## src/rtl/win_mul_seq.sv

```systemverilog
// rtl/win_mul_seq.sv - multi-cycle signed shift-add multiplier with valid/ready handshakes
//
// Purpose: converts two W-bit two's-complement operands to sign + magnitude,
// multiplies the magnitudes BPC multiplier bits per cycle (ITER = W/BPC cycles),
// and returns the exact 2W-bit two's-complement product. The optional running
// accumulator is enabled by defining the macro WIN_MUL_ACC_EN.
//
// Ports:
//   clk        rising-edge clock
//   rst_n      asynchronous active-low reset
//   in_valid   operand pair valid
//   in_ready   block can accept an operand pair
//   mul_a      multiplicand, W bits, two's complement
//   mul_b      multiplier, W bits, two's complement
//   out_valid  result valid
//   out_ready  downstream accepts the result
//   mul_out    product, 2W bits, two's complement
//   acc_clear  (WIN_MUL_ACC_EN) clear accumulator before adding this product
//   acc_out    (WIN_MUL_ACC_EN) running sum, ACC_W bits, wraps modulo 2^ACC_W

module win_mul_seq #(
  parameter int W     = 8,
  parameter int BPC   = 1,
  parameter int ACC_W = 2*W+4
) (
  input  logic             clk,
  input  logic             rst_n,
  input  logic             in_valid,
  output logic             in_ready,
  input  logic [W-1:0]     mul_a,
  input  logic [W-1:0]     mul_b,
  output logic             out_valid,
  input  logic             out_ready,
  output logic [2*W-1:0]   mul_out
`ifdef WIN_MUL_ACC_EN
  ,
  input  logic             acc_clear,
  output logic [ACC_W-1:0] acc_out
`endif
);

  localparam int ITER  = W / BPC;
  localparam int CNT_W = $clog2(ITER + 1);

  if (W < 4 || W > 16 || !(BPC == 1 || BPC == 2 || BPC == 4) ||
      (W % BPC) != 0 || ACC_W < 2*W) begin : g_bad_param
    $error("win_mul_seq: illegal parameter combination");
  end

  typedef enum logic [1:0] {
    S_IDLE = 2'd0,
    S_BUSY = 2'd1,
    S_DONE = 2'd2
  } state_t;

  state_t           state_q, state_d;
  logic [CNT_W-1:0] cnt_q, cnt_d;
  // Multiplicand magnitude is kept 2W wide and shifted left each iteration so
  // the partial product lands at the current bit position without a barrel shifter.
  logic [2*W-1:0]   mag_a_q, mag_a_d;
  logic [W-1:0]     mag_b_q, mag_b_d;
  logic             sign_q, sign_d;
  logic             zero_q, zero_d;
  logic [2*W-1:0]   prod_q, prod_d;
  logic [2*W-1:0]   res_q, res_d;

  logic             accept;
  logic             last_iter;
  logic [W-1:0]     abs_a, abs_b;
  logic [2*W-1:0]   pp;
  logic [2*W-1:0]   prod_sum;
  logic [2*W-1:0]   prod_fin;

  assign accept    = in_valid & in_ready;
  assign last_iter = (state_q == S_BUSY) && (cnt_q == CNT_W'(ITER - 1));

  // Two's-complement negate of the most-negative value yields 2^(W-1), which
  // is exactly the required magnitude when read as unsigned.
  assign abs_a = mul_a[W-1] ? (~mul_a + W'(1)) : mul_a;
  assign abs_b = mul_b[W-1] ? (~mul_b + W'(1)) : mul_b;

  always_comb begin
    pp = '0;
    for (int j = 0; j < BPC; j++) begin
      if (mag_b_q[j]) begin
        pp = pp + (mag_a_q << j);
      end
    end
  end

  assign prod_sum = prod_q + pp;
  // Forcing zero here keeps a negative sign from ever producing -0.
  assign prod_fin = zero_q ? '0 : (sign_q ? (-prod_sum) : prod_sum);

  // State register
  always_ff @(posedge clk or negedge rst_n) begin
    if (!rst_n) begin
      state_q <= S_IDLE;
    end else begin
      state_q <= state_d;
    end
  end

  // Next-state logic
  always_comb begin
    state_d = state_q;
    case (state_q)
      S_IDLE: if (accept) state_d = S_BUSY;
      S_BUSY: if (last_iter) state_d = S_DONE;
      S_DONE: begin
        if (accept)         state_d = S_BUSY;
        else if (out_ready) state_d = S_IDLE;
      end
      default: state_d = S_IDLE;
    endcase
  end

  // Output logic
  always_comb begin
    in_ready  = (state_q == S_IDLE) || ((state_q == S_DONE) && out_ready);
    out_valid = (state_q == S_DONE);
  end

  // Datapath next-state
  always_comb begin
    cnt_d   = cnt_q;
    mag_a_d = mag_a_q;
    mag_b_d = mag_b_q;
    sign_d  = sign_q;
    zero_d  = zero_q;
    prod_d  = prod_q;
    res_d   = res_q;
    if (accept) begin
      cnt_d   = '0;
      mag_a_d = {{W{1'b0}}, abs_a};
      mag_b_d = abs_b;
      sign_d  = mul_a[W-1] ^ mul_b[W-1];
      zero_d  = (mul_a == '0) || (mul_b == '0);
      prod_d  = '0;
    end else if (state_q == S_BUSY) begin
      cnt_d   = cnt_q + CNT_W'(1);
      mag_a_d = mag_a_q << BPC;
      mag_b_d = mag_b_q >> BPC;
      prod_d  = prod_sum;
      if (last_iter) begin
        res_d = prod_fin;
      end
    end
  end

  always_ff @(posedge clk or negedge rst_n) begin
    if (!rst_n) begin
      cnt_q   <= '0;
      mag_a_q <= '0;
      mag_b_q <= '0;
      sign_q  <= 1'b0;
      zero_q  <= 1'b0;
      prod_q  <= '0;
      res_q   <= '0;
    end else begin
      cnt_q   <= cnt_d;
      mag_a_q <= mag_a_d;
      mag_b_q <= mag_b_d;
      sign_q  <= sign_d;
      zero_q  <= zero_d;
      prod_q  <= prod_d;
      res_q   <= res_d;
    end
  end

  assign mul_out = res_q;

`ifdef WIN_MUL_ACC_EN
  logic             acc_clr_q, acc_clr_d;
  logic [ACC_W-1:0] acc_q, acc_d;

  always_comb begin
    acc_clr_d = acc_clr_q;
    acc_d     = acc_q;
    if (accept) begin
      acc_clr_d = acc_clear;
    end
    // Updated on the same edge that registers mul_out, so acc_out moves with out_valid.
    if (last_iter) begin
      acc_d = (acc_clr_q ? '0 : acc_q) + ACC_W'($signed(prod_fin));
    end
  end

  always_ff @(posedge clk or negedge rst_n) begin
    if (!rst_n) begin
      acc_clr_q <= 1'b0;
      acc_q     <= '0;
    end else begin
      acc_clr_q <= acc_clr_d;
      acc_q     <= acc_d;
    end
  end

  assign acc_out = acc_q;
`endif

endmodule
```

## config.mk

```make
export PLATFORM = sky130hd
export DESIGN_NAME = win_mul_seq
export DESIGN_NICKNAME = d
export VERILOG_FILES = /design/src/rtl/win_mul_seq.sv
export SDC_FILE = /design/constraint.sdc
export NUM_CORES = 1
export LEC_CHECK = 0
export ABC_AREA = 1
export CAP_MARGIN = 15
export CORE_MARGIN = 2
export CORE_UTILIZATION = 55
export CTS_BUF_LIST = sky130_fd_sc_hd__clkbuf_8
export DETAILED_ROUTE_END_ITERATION = 8
export PLACE_DENSITY = 0.86
export RECOVER_POWER = 50
export SLEW_MARGIN = 25
export SYNTH_ARGS = -nofsm -noshare
export SYNTH_HDL_FRONTEND = slang
export SYNTH_SLANG_ARGS = --single-unit
export TNS_END_PERCENT = 20
```

## constraint.sdc

```tcl
create_clock -name clk -period 6.6 [get_ports clk]
set_input_delay 0.99 -clock clk [delete_from_list [all_inputs] [get_ports clk]]
set_output_delay 0.99 -clock clk [all_outputs]
set_load 0.01 [all_outputs]
```

# Word-level counts from Yosys, hierarchy flattened
# Cells that the tools add are included.
[totals]
reg_bits = 64
input_bits = 20
output_inout_bits = 18
word_cells = 52
[op_classes]
add_sub_neg = 5
eq_ne = 6
n_mux = 18
bitwise = 5
n_reduce_logical = 10
[op_table]
columns = ["cell", "n"]
rows = [
  ["$mux W16", 7],
  ["$mux W8", 4],
  ["$add A16 B16 Y16", 1],
  ["$add A8 B1 Y8 const B", 2],
  ["$logic_not A8 Y1", 2],
  ["$neg A16 Y16", 1],
  ["$not A8 Y8", 2],
  ["$mux W2", 4],
  ["$mux W4", 2],
  ["$pmux W2 S3", 1],
  ["$reduce_and A3 Y1", 2],
  ["$add A4 B1 Y4 const B", 1],
  ["$eq A4 B3 Y1 const B", 1],
  ["$ne A2 B2 Y1 const B", 2],
  ["$ne A3 B1 Y1 const B", 1],
  ["$eq A2 B1 Y1 const B", 1],
  ["$eq A2 B2 Y1 const B", 1],
  ["$logic_and A1 B1 Y1", 2],
  ["$logic_not A2 Y1", 1],
  ["$logic_or A1 B1 Y1", 2],
  ["$reduce_bool A2 Y1", 1],
  ["$and A1 B1 Y1", 1],
  ["$not A1 Y1", 1],
  ["$xor A1 B1 Y1", 1],
]

# Longest topological paths before layout
[depth]
word_depth = 6
mapped_depth = 22

# Worst setup path before layout
# No wires, ideal clock.
[synth_timing]
kind = "flip-flop to flip-flop"
startpoint = "reg mag_b_q[0]"
endpoint = "reg res_q[14], in the netlist mul_out[14]"
setup_ps = 116
arrival_ps = 2588
t_required_ps = 6484
path_slack_ps = 3895
path_stages_with_launch = 19
period_less_slack_ps = 2705
cell_sequence = "dfrtp_1 clkbuf_1 clkbuf_1 nand2_1 inv_1 ha_1 fa_1 inv_1 ha_1 nand2_1 nand3b_4 nor2_2 nand3_1 nor2_1 nand3_1 nand3_1 nand2_1 nand2_1 nand2_1"
[synth_between]
elab_chain_len = 5
[synth_rtl]
columns = ["item", "line_no", "text"]
rows = [
  ["from (decl)", "61", "logic [W-1:0] mag_b_q, mag_b_d;"],
  ["from (signal assigned)", "163", "mag_b_q <= mag_b_d;"],
  ["$mux W16 *", "85", "if (mag_b_q[j]) begin"],
  ["$add A16 B16 Y16 *", "91", "assign prod_sum = prod_q + pp;"],
  ["$neg A16 Y16", "93", "assign prod_fin = zero_q ? '0 : (sign_q ? (-prod_sum) : prod_sum);"],
  ["$mux W16 * (2 in a row)", "93", ""],
  ["to (signal assigned)", "167", "res_q <= res_d;"],
  ["to (decl)", "65", "logic [2*W-1:0] res_q, res_d;"],
]
# Mark *: on every way between the ends. The rest lies on a longest branch, timed or not.
# A chain may end at the register's enable or synchronous reset.

==> impl_metrics.prom <==
# TYPE chip_impl_metric gauge
chip_impl_info{name="crit_path_end_kind",value="async pin"} 1
chip_impl_metric{name="drv_slew",unit=""} 65
chip_impl_metric{name="route.detailed.vias_per_inst",unit=""} 5.50
chip_impl_metric{name="setup_slack_on_the_worst_flop_to_flop_path",unit="ps"} 3650
chip_impl_metric{name="worst-endpoint-arrival",unit="ps"} 3480
chip_impl_metric{name="total_leakage_power",unit="nW"} 2.66
chip_impl_metric{name="max_freq",unit="MHz"} 264
chip_impl_metric{name="synth_compound_gate_area_share",unit="%"} 11.8
chip_impl_metric{name="yosys_warnings",unit=""} 0
chip_impl_metric{name="globalRouteOverflowTotal",unit=""} 0
chip_impl_info{name="cpMaxStageDelayCell",value="sky130_fd_sc_hd__clkbuf_1"} 1
chip_impl_metric{name="clk_path_buf_depth",unit=""} 2
chip_impl_metric{name="worstSkewPairLatency",unit="ps"} 350
chip_impl_metric{name="setup-violations-final",unit=""} 0
chip_impl_metric{name="cts_resized",unit=""} 0
chip_impl_metric{name="nFillCells",unit=""} 622
chip_impl_info{name="prevailing_post_synth_register_cell",value="sky130_fd_sc_hd__dfrtp_1"} 1
chip_impl_metric{name="synthDistinctLibCells",unit=""} 34
chip_impl_metric{name="ys_seq_elements",unit=""} 64
chip_impl_metric{name="drt_pass1_iterations",unit=""} 5
chip_impl_metric{name="final_util",unit="%"} 65.5
chip_impl_metric{name="drt-wirelength-per-cell",unit="µm"} 13.9
chip_impl_metric{name="std_cell_rows",unit=""} 32
chip_impl_metric{name="detailedRoute.firstIterationViolations",unit=""} 296
chip_impl_metric{name="timing.setup.tns",unit="ps"} 0
chip_impl_metric{name="syn2layout_area_growth",unit="%"} 15.8
chip_impl_info{name="worst-setup-path-type",value="input pin to async pin"} 1
chip_impl_metric{name="replace_congestion",unit=""} 0.935
chip_impl_metric{name="synth-xor-area-share",unit="%"} 1.80
chip_impl_metric{name="antenna_violations_before_repair",unit=""} 0
chip_impl_metric{name="cp_num_buf_inv",unit=""} 2
chip_impl_metric{name="route.detailed.drc",unit=""} 0
chip_impl_metric{name="final_min_period_over_clock_period",unit="%"} 57.3
chip_impl_info{name="setup_repair_after_global_routing_missed_its_margin",value="no"} 1
chip_impl_metric{name="layoutNonFillerInstCount",unit=""} 766
chip_impl_info{name="timing.hold.worst.class",value="register to register"} 1
chip_impl_metric{name="syn_nets",unit=""} 663
chip_impl_metric{name="die_area",unit="µm²"} 8670
chip_impl_metric{name="cts_hold_repair.buffers",unit=""} 0
chip_impl_info{name="synth_top_family_by_area",value="simple AND/OR/NAND/NOR gates"} 1
chip_impl_metric{name="cts.sinks",unit=""} 64
chip_impl_metric{name="cell_area_synth",unit="µm²"} 4370
chip_impl_metric{name="final_net_count",unit=""} 699
chip_impl_info{name="status",value="complete, but fails checks"} 1
chip_impl_metric{name="floorplan.initialDensity",unit="%"} 56.5
chip_impl_metric{name="synth.mux.area_fraction",unit="%"} 0
chip_impl_metric{name="finClkSkew",unit="ps"} 12.0
chip_impl_metric{name="synth-adder-area-share",unit="%"} 5.90
chip_impl_metric{name="num_io_pins",unit=""} 38
chip_impl_metric{name="synth_enable_flop_cells",unit=""} 0
chip_impl_metric{name="timing_worst_slew_pin_value",unit="ps"} 3370
chip_impl_metric{name="synth_cells",unit=""} 623
chip_impl_metric{name="routed-via-count",unit=""} 4211
chip_impl_metric{name="finalWorstPathRequiredPeriod",unit="ps"} 3780
chip_impl_metric{name="antenna-diode-count",unit=""} 0
chip_impl_metric{name="finalWorstSetupSlack",unit="ps"} 2820
chip_impl_metric{name="antenna_left",unit=""} 0
chip_impl_info{name="r2r-end",value="mul_out[8]"} 1
chip_impl_info{name="setup.worst_path.start",value="rst_n"} 1
chip_impl_metric{name="max_cap_viol_count",unit=""} 1
chip_impl_info{name="failed_checks",value="max-capacitance violations, max-slew violations"} 1
chip_impl_info{name="cts_tree",value="built"} 1
chip_impl_metric{name="preCtsSetupSlack",unit="ps"} 3460
chip_impl_metric{name="post-cts-setup-buffers",unit=""} 0
chip_impl_metric{name="numCtsBuffers",unit=""} 9
chip_impl_info{name="worstPathCellList",value="buf_2, clkbuf_1"} 1
chip_impl_metric{name="worst_r2r_path_depth",unit=""} 14
chip_impl_metric{name="largest_net_degree_at_the_start_of_global_routing",unit=""} 65
chip_impl_metric{name="synth.avg_cell_area",unit="µm²"} 7.01
chip_impl_metric{name="grt_use_total",unit="%"} 26.3
chip_impl_metric{name="layout-drive-gt1-share",unit="%"} 8.73
chip_impl_metric{name="power.density",unit="nW/µm²"} 477
chip_impl_metric{name="hpwlAfterDp",unit="mm"} 7.72
chip_impl_metric{name="first_global_vias",unit=""} 4022
chip_impl_metric{name="grt_pass1_wl",unit="mm"} 18.1
chip_impl_metric{name="worstPathMaxFanout",unit=""} 64
chip_impl_metric{name="crit_path_max_incr_delay",unit="ps"} 2350
chip_impl_metric{name="dieHeight",unit="µm"} 93.1
chip_impl_metric{name="timing.critical_path.required",unit="ps"} 6300
chip_impl_metric{name="synth.yosys.seq_area_share",unit="%"} 36.7
chip_impl_metric{name="worst_setup_hold_path_clk_slew",unit="ps"} 80
chip_impl_info{name="timing.rr.start",value="mag_b_q[0]"} 1
chip_impl_info{name="critPathCapture",value="mag_a_q[8]"} 1
chip_impl_info{name="startpoint_type",value="input pin"} 1
chip_impl_metric{name="wire_length_reported_by_the_detailed_router",unit="mm"} 10.7
chip_impl_metric{name="slew-limit-headroom",unit="%"} -125
chip_impl_info{name="critPathTopFamily",value="buffers and inverters"} 1
chip_impl_metric{name="numPortBuffers",unit=""} 37
chip_impl_metric{name="number_of_placed_instances_with_taps_included",unit=""} 750
chip_impl_info{name="clk_root_buffer_cell",value="sky130_fd_sc_hd__clkbuf_8"} 1
chip_impl_metric{name="htreeDepth",unit=""} 3
chip_impl_metric{name="worst_ir_drop_vdd",unit="mV"} 0.226
chip_impl_metric{name="asyncSetResetFlopFracSynth",unit="%"} 100
chip_impl_metric{name="synth-simple-area-share",unit="%"} 33.3
chip_impl_metric{name="worst-path-stages",unit=""} 2
chip_impl_metric{name="finalHoldViolations",unit=""} 0
chip_impl_metric{name="dieWidth",unit="µm"} 93.1
chip_impl_metric{name="floorplan.core_area",unit="µm²"} 7730
## routing by layer
metal / track usage, % / vias up / part of all wire (%)
met2: 46.2 / 147 / 50
met1: 32.9 / 1979 / 43
met5: 0 / - / 0
met4: 10.7 / 0 / 2.2
met3: 3.30 / 22 / 4.9
li1: - / 2063 / -
## state kept, by name (all words and copies together), names as in the netlist
register  flops
zero_q        1
mag_a_q      16
cnt_q         4
prod_q       16
mul_out      16
sign_q        1
mag_b_q       8
state_q       2
## placed cells by master, fill, tap and decap left out, drive strengths merged
master         Yosys  routed
nor2              48      48
clkbuf             9      11
nand4              7       7
inv              108     109
a22oi              1       1
and2               2       2
bufinv             0       3
clkinvlp           0       1
o211ai             5       5
o31ai              1       1
o32ai              1       1
nand2            214     214
xor2               9       9
nand3b             5       5
clkinv             0       1
fa                 1       1
buf                4       1
a22o               3       3
o221ai            11      11
ha                19      19
o22ai              7       7
nor3               5       5
dlygate4sd3        0       7
clkdlybuf4s50      0      29
nor3b              2       2
a32o               1       1
o21ai             39      39
dfrtp             64      64
a21oi             14      14
nand3             43      43
## kinds of logic after synthesis
logic type	Yosys count
AOI/OAI and AO/OA	83
xor gates and xnor gates	9
adders and majority gates	20
buffers and inverters	121
DFF	64
and+or+nand+nor	326
## layout make-up
type	instances	area, µm²	share of cell area [%]
clock buffer	10	138	2.72
clock inverter	6	115	2.28
tap	102	128	2.52
sequential	64	1600	31.7
multi-input combinational	438	2300	45.5
inverter	108	405	8.01
timing repair buffer	38	369	7.30
## worst reg2reg max path, cell delays in order (launching register included)
cell	delay (ps)
sky130_fd_sc_hd__dfrtp_1	660
sky130_fd_sc_hd__nand2_1	90
sky130_fd_sc_hd__inv_1	70
sky130_fd_sc_hd__ha_1	220
sky130_fd_sc_hd__fa_1	430
sky130_fd_sc_hd__inv_1	140
sky130_fd_sc_hd__ha_1	190
sky130_fd_sc_hd__nand2_1	70
sky130_fd_sc_hd__nand3b_4	160
sky130_fd_sc_hd__nor2_2	120
sky130_fd_sc_hd__nand3_1	140
sky130_fd_sc_hd__o21ai_0	270
sky130_fd_sc_hd__a21oi_1	110
sky130_fd_sc_hd__o21ai_0	100
sky130_fd_sc_hd__nand2_1	70
## cells in the mapped netlist (all sizes together) (4+ instances only)
cell    number  share of area (%)
buf          4               0.46
nand3       43                5.5
nand3b       5                1.1
inv        108                9.3
nor2        48                5.2
nor3         5               0.57
a21oi       14                1.6
o21ai       39                4.7
dfrtp       64                 37
o211ai       5               0.86
nand2      214                 19
o221ai      11                2.2
ha          19                5.4
nand4        7                1.0
o22ai        7                1.0
clkbuf       9               0.77
xor2         9                1.8
## power breakdown
group / internal [W] / switching (W)
sequential: 0.000557 / 0.000123
clock: 0.000263 / 0.000172
combinational: 0.000468 / 0.000828
total: 0.00129 / 0.00112
## worst min-delay path by stage
stage	startpoint	end	slack, ps	depth (start not counted)
floorplan	mag_a_q[15]	mag_a_q[15]	450	2
global placement	mul_out[14]	mul_out[14]	460	2
detailed placement	mul_out[12]	mul_out[12]	470	2
CTS	mul_out[12]	mul_out[12]	490	2
global route	mul_out[12]	mul_out[12]	500	2
finish	mul_out[12]	mul_out[12]	480	2
## per-stage QoR
| step | area (µm²) | total power, W | hold WS, ps |
|---|---|---|---|
| floorplan | 4370 | 0.00160 | 453 |
| global placement | 4810 | 0.00191 | 463 |
| detailed placement | 4810 | 0.00196 | 471 |
| CTS | 5070 | 0.00241 | 492 |
| global route | 5060 | 0.00260 | 503 |
| finish | 5060 | 0.00241 | 478 |
Note: power is estimated with default switching activity, not from simulation.
